### config.mk
export PLATFORM = sky130hd
export DESIGN_NAME = freq_gate_ctrl
export DESIGN_NICKNAME = d
export VERILOG_FILES = /design/src/rtl/freq_gate_ctrl.sv
export SDC_FILE = /design/constraint.sdc
export NUM_CORES = 1
export LEC_CHECK = 0
export ABC_AREA = 1
export CORE_UTILIZATION = 35
export CTS_CLUSTER_DIAMETER = 150
export CTS_CLUSTER_SIZE = 16
export DETAILED_ROUTE_END_ITERATION = 8
export GPL_TIMING_DRIVEN = 0
export SLEW_MARGIN = 20
export SYNTH_ARGS = -nofsm -noshare
export SYNTH_HDL_FRONTEND = slang
export SYNTH_SLANG_ARGS = --single-unit
### constraint.sdc
create_clock -name clk -period 2.1 [get_ports clk]
set_input_delay 0.315 -clock clk [delete_from_list [all_inputs] [get_ports clk]]
set_output_delay 0.315 -clock clk [all_outputs]
set_load 0.01 [all_outputs]
### src/rtl/freq_gate_ctrl.sv
// rtl/freq_gate_ctrl.sv - software-triggered gate window and event counter for the frequency counter
// Optional FREQ_GATE_AUTO_EN: re-arm a new window straight after every LATCH cycle.
module freq_gate_ctrl #(
  parameter int GATE_W = 16,
  parameter int CNT_W  = 24
) (
  input  logic              clk,
  input  logic              rst_n,
  input  logic              start,
  input  logic              abort,
  input  logic [GATE_W-1:0] gate_len,
  input  logic              edge_pulse,
  output logic              busy,
  output logic              gate_open,
  output logic [CNT_W-1:0]  result,
  output logic              result_valid,
  output logic              overflow
);

  localparam logic [1:0] ST_IDLE  = 2'd0;
  localparam logic [1:0] ST_GATE  = 2'd1;
  localparam logic [1:0] ST_LATCH = 2'd2;

  localparam logic [GATE_W-1:0] GATE_ONE = {{(GATE_W-1){1'b0}}, 1'b1};
  localparam logic [CNT_W-1:0]  CNT_ONE  = {{(CNT_W-1){1'b0}}, 1'b1};

  logic [1:0]        state;
  logic [GATE_W-1:0] len_q;
  logic [GATE_W-1:0] gate_cnt;
  logic [CNT_W-1:0]  edge_cnt;
  logic              ovf_q;
  logic              launch;
  logic              arm;
  logic              gate_end;
  logic              cnt_full;

  assign busy     = (state != ST_IDLE);
  assign cnt_full = &edge_cnt;
  assign gate_end = (gate_cnt == len_q);

`ifdef FREQ_GATE_AUTO_EN
  assign launch = ((state == ST_IDLE) && start) || (state == ST_LATCH);
`else
  assign launch = (state == ST_IDLE) && start;
`endif

  // abort wins over a fresh launch, including start in IDLE and the auto re-arm
  assign arm = launch && !abort;

  always_ff @(posedge clk or negedge rst_n) begin
    if (!rst_n) begin
      state        <= ST_IDLE;
      len_q        <= '0;
      gate_cnt     <= '0;
      edge_cnt     <= '0;
      ovf_q        <= 1'b0;
      gate_open    <= 1'b0;
      result       <= '0;
      result_valid <= 1'b0;
      overflow     <= 1'b0;
    end else begin
      result_valid <= 1'b0;
      if (abort && busy) begin
        state     <= ST_IDLE;
        gate_open <= 1'b0;
      end else begin
        case (state)
          ST_IDLE: state <= ST_IDLE;
          ST_GATE: begin
            // the strobe on the closing edge still belongs to this window
            if (edge_pulse) begin
              if (cnt_full) ovf_q <= 1'b1;
              else          edge_cnt <= edge_cnt + CNT_ONE;
            end
            if (gate_end) begin
              state     <= ST_LATCH;
              gate_open <= 1'b0;
            end else begin
              gate_cnt <= gate_cnt + GATE_ONE;
            end
          end
          ST_LATCH: begin
            result       <= edge_cnt;
            overflow     <= ovf_q;
            result_valid <= 1'b1;
            state        <= ST_IDLE;
          end
          default: state <= ST_IDLE;
        endcase
        if (arm) begin
          state     <= ST_GATE;
          len_q     <= gate_len;
          gate_cnt  <= '0;
          edge_cnt  <= '0;
          ovf_q     <= 1'b0;
          gate_open <= 1'b1;
        end
      end
    end
  end

endmodule

==> flow_summary.toml, run 1 <==
[worst_setup_path]
end_kind = "output port"
cp_max_fo = 4
cp.required_ps = 1780
worst-setup-path-type = "flop to output port"
startpoint_type = "flop"
arrival_ps = 1530

[clock_tree]
cts_setup_buffers = 0
cts_tree = "done"
root_buffer = "clkbuf_16"
cts_max_level = 3
insertion_delay_ps = 350
cts.path.max_buffers = 2
cts_buffers = 9
clock_sinks = 86
clk_pin_slew_ps = 70

[route]
wl_per_cell_um = 12.5
drt_iter0_drc = 191
ant_nets = 0
drc = 0
viasPerCell = 4.66
drtPass1Iterations = 5
wl_mm = 11.2
dr_total_vias = 4170

[floorplan]
die_y_um = 119
die_x_um = 119
initial_core_util_pct = 35.9
fp-row-count = 42
pin_count = 49
die_area_mm2 = 0.0140
core_area_mm2 = 0.0132

[sta]
max_freq_mhz = 541
worst_slew_pin_slew_ps = 632
rsz0062_at_grt = "false"
final-setup-viol-count = 0
fin_crit_ps = 1850
skew_ps = 7.78
slew_headroom_pct = 57.6
period_share_pct = 88.0
whs_ps = 446
fin_tns_setup_ps = 0
drv_slew = 0
finalHoldViolCount = 0
fin_ws_ps = 251

[place]
post-place-cells = 878
place.port_buffers = 48
place_hpwl_mm = 8.20
gp_congestion = 0.891
dp_slack_ps = -43.5

[logic_synthesis]
synth.net_count = 676
synth_area_per_cell_um2 = 7.28
synthArstFlopShare_pct = 100
synth_flop_cell = "dfrtp_1"
yosys.cell_types.count = 33
yosys_warnings = 0
seq_area_frac_synth_pct = 45.3
synthTopCellsByCount = "nand2_1, dfrtp_1, nor2_1, inv_1, nand3_1"
synth.area.top_cells = "dfrtp_1, nand2_1, nand3_1"
yosysTopAreaCell = "dfrtp_1"
synth_edf_count = 0
netlist_area_mm2 = 0.00475
synth_cells = 653
synth_most_common_cell = "nand2_1"
ys_ff_latch = 86
netlist.area_leader.share_pct = 45.3

[outcome]
outcome = "finished clean"

[power_and_ir_drop]
p_per_area_mw_per_mm2 = 794
p_leak_nw = 2.79
ir_drop_mv = 0.431
total_power_mw = 4.62

[cells_and_area]
drive_above_1_share_pct = 8.90
area_growth_pct = 22.4
fillers = 1365
n_antenna_cell = 0
final_cell_count_no_fill = 895
nNetsFinal = 737

[run]
cap_violations = 0

[grt]
grt_start_max_net_pins = 55
grt_pass1_wl_mm = 19.4
grt_overflow = 0
grt_use_total_pct = 17.4
first_global_vias = 4011
antenna_found_initial = 0

[hold_path]
min_path_type = "primary input to asynchronous set/reset pin"
-- stage by stage --
step / utilization [%] / instance area, um2
final: 43.9 / 5810
after global routing: 43.9 / 5810
after CTS: 43.9 / 5810
after detailed placement: 41.4 / 5480
after global placement: 41.2 / 5450
after floorplan: - / 4750
-- report_power, final --
| part | internal [mW] | switching [mW] | total, mW | leakage (nW) |
|---|---|---|---|---|
| registers | 1.85 | 0.144 | 2.00 | 1.14 |
| clock network | 1.06 | 0.718 | 1.78 | 0.157 |
| logic | 0.385 | 0.459 | 0.844 | 1.50 |
| total | 3.29 | 1.32 | 4.62 | 2.79 |
-- kinds of logic after synthesis --
kind of cell / count (synthesis) / synth area share [%]
fa+ha+maj: 2 / 0.527
simple gates: 422 / 38.4
compound gates: 40 / 4.32
xor+xnor: 18 / 3.32
buf+inv: 85 / 8.11
flops: 86 / 45.3
-- metal layers --
layer | GRT usage (%) | up-vias | wire length, um
li1 | - | 2153 | -
met1 | 21.7 | 1934 | 5070
met2 | 29.6 | 72 | 5570
met3 | 4.73 | 11 | 422
met4 | 4.59 | 0 | 131
met5 | 0 | - | 0
-- critical path, stage by stage (launching register included) --
cell             delay (ps)
dfrtp_1                 430
nor2_2                  220
inv_1                    60
clkdlybuf4s50_1         480
-- cells in the final DEF, fill, tap and decap left out, drive strengths merged --
cell type	instances
nor3b	1
nand3	53
o211ai	1
clkinvlp	1
dlygate4sd3	1
ha	2
buf	18
clkinv	2
nand2	274
or2	1
xor2	18
nor2	73
nor3	6
o21ai	36
clkdlybuf4s50	47
a21oi	2
dfrtp	86
bufinv	2
clkbuf	14
nand4	14
a21boi	1
inv	66
-- registers in the layout, summed over array words and instances (netlist names) --
name          count
result_valid      1
len_q            16
gate_open         1
edge_cnt         24
result           24
gate_cnt         16
overflow          1
ovf_q             1
state             2
-- worst paths after layout --
| kind | endpoint | slack [ps] | cells past startpoint | start |
|---|---|---|---|---|
| max | busy | 250 | 3 | state[0]$_DFFE_PN0P_ |
| min | result_valid$_DFF_PN0_ | 450 | 2 | rst_n |
| max reg2reg | gate_cnt[8]$_DFFE_PN0P_ | 340 | 8 | gate_cnt[0]$_DFFE_PN0P_ |
| min reg2reg | result[7]$_DFFE_PN0P_ | 480 | 2 | result[7]$_DFFE_PN0P_ |
| max in group asynchronous | len_q[12]$_DFFE_PN0P_ | 1030 | 3 | rst_n |
| min in group clk | result[7]$_DFFE_PN0P_ | 480 | 2 | result[7]$_DFFE_PN0P_ |
-- repair_timing --
action,4_1_cts,5_1_grt
endpoints found under the hold margin,32,0
setup endpoints to repair,0,0
resized for setup,0,0
hold buffers,1,0
-- layout make-up --
| class | count | area [um2] | area share [%] |
|---|---|---|---|
| Multi-Input combinational cell | 482 | 2210 | 38.1 |
| Timing Repair Buffer | 50 | 515 | 8.87 |
| Sequential cell | 86 | 2150 | 37.0 |
| Tap cell | 176 | 220 | 3.79 |
| Clock buffer | 9 | 225 | 3.87 |
| Inverter | 64 | 241 | 4.15 |
| Buffer | 21 | 144 | 2.47 |
| Clock inverter | 7 | 103 | 1.76 |
Power figures use the tool's default switching activity.
==> run 2: changes to the inputs <==
--- a/config.mk
+++ b/config.mk
@@ -6,11 +6,12 @@
 export NUM_CORES = 1
 export LEC_CHECK = 0
 export ABC_AREA = 1
-export CORE_UTILIZATION = 35
+export CORE_UTILIZATION = 42
 export CTS_CLUSTER_DIAMETER = 150
 export CTS_CLUSTER_SIZE = 16
 export DETAILED_ROUTE_END_ITERATION = 8
 export GPL_TIMING_DRIVEN = 0
+export SKIP_LAST_GASP = 1
 export SLEW_MARGIN = 20
 export SYNTH_ARGS = -nofsm -noshare
 export SYNTH_HDL_FRONTEND = slang
==> flow_summary.toml, run 2 (synthesis gave the netlist of run 1 again) <==
[hold_path]
hold_depth = 2
hold_end = "result[10]$_DFFE_PN0P_"
hp-start = "result[10]$_DFFE_PN0P_"
min_path_type = "flop to flop"

[floorplan]
initial_core_util_pct = 43.4
die_area_mm2 = 0.0117
core_area_mm2 = 0.0109
die_y_um = 108
pin_count = 49
die_x_um = 108
fp-row-count = 38

[worst_setup_path]
crit_chain = "nor2_2 > inv_1 > clkdlybuf4s50_1"
r2r_start = "gate_cnt[0]$_DFFE_PN0P_"
arrival_ps = 1510
cp.required_ps = 1780
crit_slowest_cell = "clkdlybuf4s50_1"
cp_max_fo = 4
end_kind = "output port"
worst-setup-path-type = "flop to output port"
reg2reg_slack_ps = 310
startpoint_type = "flop"
critical_path.max_stage_delay_ps = 470
timing.rr.end = "gate_cnt[8]$_DFFE_PN0P_"
crit_start = "state[0]$_DFFE_PN0P_"
reg2reg_depth = 8
crit_family = "buffers and inverters"
critPathBufInv = 2

[grt]
antenna_found_initial = 0
first_global_vias = 4112
grt_use_total_pct = 21.8
grt_start_max_net_pins = 57
grt_pass1_wl_mm = 19.7
grt_overflow = 0

[sta]
rsz0062_at_grt = "false"
max_freq_mhz = 547
fin_ws_ps = 271
slew_headroom_pct = 56.5
final-setup-viol-count = 0
period_share_pct = 87.1
skew_ps = 6.20
fin_crit_ps = 1830
drv_slew = 0
finalHoldViolCount = 0
worst_slew_pin_slew_ps = 649
fin_tns_setup_ps = 0

[clock_tree]
cts_buffers = 9
post_cts_resized = 0
cts_tree = "done"
clock_sinks = 86
insertion_delay_ps = 340
clk_pin_slew_ps = 60
root_buffer = "clkbuf_16"
cts.path.max_buffers = 2
cts_max_level = 3

[cells_and_area]
largestRegisters = "edge_cnt: 24 flops, result: 24 flops"
drive_above_1_share_pct = 8.51
final_common_cell = "nand2_1"
area_growth_pct = 20.3
layout_common_cells = "nand2_1, dfrtp_1, nor2_1, inv_1, nand3_1"
n_antenna_cell = 0
nNetsFinal = 737
post-route-util_pct = 52.3
final_cell_area_mm2 = 0.00572

[route]
drt_iter0_drc = 144
ant_nets = 0
wl_per_cell_um = 13.2
viasPerCell = 4.86
dr_total_vias = 4169
drtPass1Iterations = 4
drc = 0
wl_mm = 11.3

[power_and_ir_drop]
ir_drop_mv = 0.308
combinationalPowerShare_pct = 19.3
p_leak_nw = 2.78
p_int_mw = 3.12
power_frac_seq_pct = 46.2
p_per_area_mw_per_mm2 = 759
switching_share_pct = 28.1
p_sw_mw = 1.22
total_power_mw = 4.34
p_clk_share_pct = 34.5

[place]
place_hpwl_mm = 8.29
placed_cell_area_mm2 = 0.00543
dp_slack_ps = -68.7
place.port_buffers = 48
gp_congestion = 0.905

[outcome]
outcome = "finished clean"

[run]
cap_violations = 0
## run 2: cell count changes in the layout (fill, tap and decap cells not counted)
cell and delta:
clkbuf_8 +3, clkbuf_1 +1, bufinv_16 -2, inv_6 -3, clkinv_2 +1, clkinvlp_4 -1, clkinv_4 -1
## run 2: timing repair
action / 4_1_cts / 5_1_grt
buffers inserted: 0 / 0
hold endpoints to repair: 30 / 0
hold buffers: 1 / 0
## run 2: metal layers
metal	share of wire, %	vias up	GRT usage (%)
met2	50	62	38.4
met1	45	1937	26.9
met4	1.6	0	7.34
met3	2.9	14	3.56
li1	-	2156	-
met5	0	-	0
## run 2: stage by stage
stage | std cells | hold slack (ps)
after detailed placement | 842 | 288
after global placement | 841 | 454
final | 857 | 465
after CTS | 857 | 472
after global routing | 857 | 488
after floorplan | 653 | 19.4
## run 2: how the worst max path moves through the flow
stage / end / cells after the start
floorplan: edge_cnt[7]$_DFFE_PN0P_ / 11
global placement: result[19]$_DFFE_PN0P_ / 1
detailed placement: result[20]$_DFFE_PN0P_ / 5
CTS: busy / 3
global route: gate_cnt[8]$_DFFE_PN0P_ / 8
finish: busy / 3
## run 2: cell type report
cell class                      count  area, um2
Multi-Input combinational cell    482       2210
Sequential cell                    86       2150
Clock inverter                      1       5.00
Fill cell                        1131       5220
Inverter                           64        241
Clock buffer                       13        270
Timing Repair Buffer               50        515
Buffer                             21        144
Tap cell                          140        175
## run 2: power groups by stage
stage	registers, mW	clock network, mW	logic, mW
global placement	2.02	0	0.827
detailed placement	2.03	0	0.844
CTS	2.00	1.54	0.854
finish	2.01	1.50	0.839
floorplan	2.04	0	0.460
global route	2.03	1.60	0.958
## run 2: worst register-to-register path, stage by stage (launching register included)
cell and delay [ps]:
dfrtp_1 510, ha_1 310, nand2_1 120, nor2_1 270
nand2_1 110, xor2_1 140, nor2_1 90, nand3_1 80
nand2_1 90
==> run 3: changes to the inputs <==
--- a/config.mk
+++ b/config.mk
@@ -11,6 +11,7 @@
 export CTS_CLUSTER_SIZE = 16
 export DETAILED_ROUTE_END_ITERATION = 8
 export GPL_TIMING_DRIVEN = 0
+export HOLD_SLACK_MARGIN = 0.06
 export SKIP_LAST_GASP = 1
 export SLEW_MARGIN = 20
 export SYNTH_ARGS = -nofsm -noshare
==> results of run 3 <==
Same layout as run 2: the final DEF is identical, and so are final timing and power.
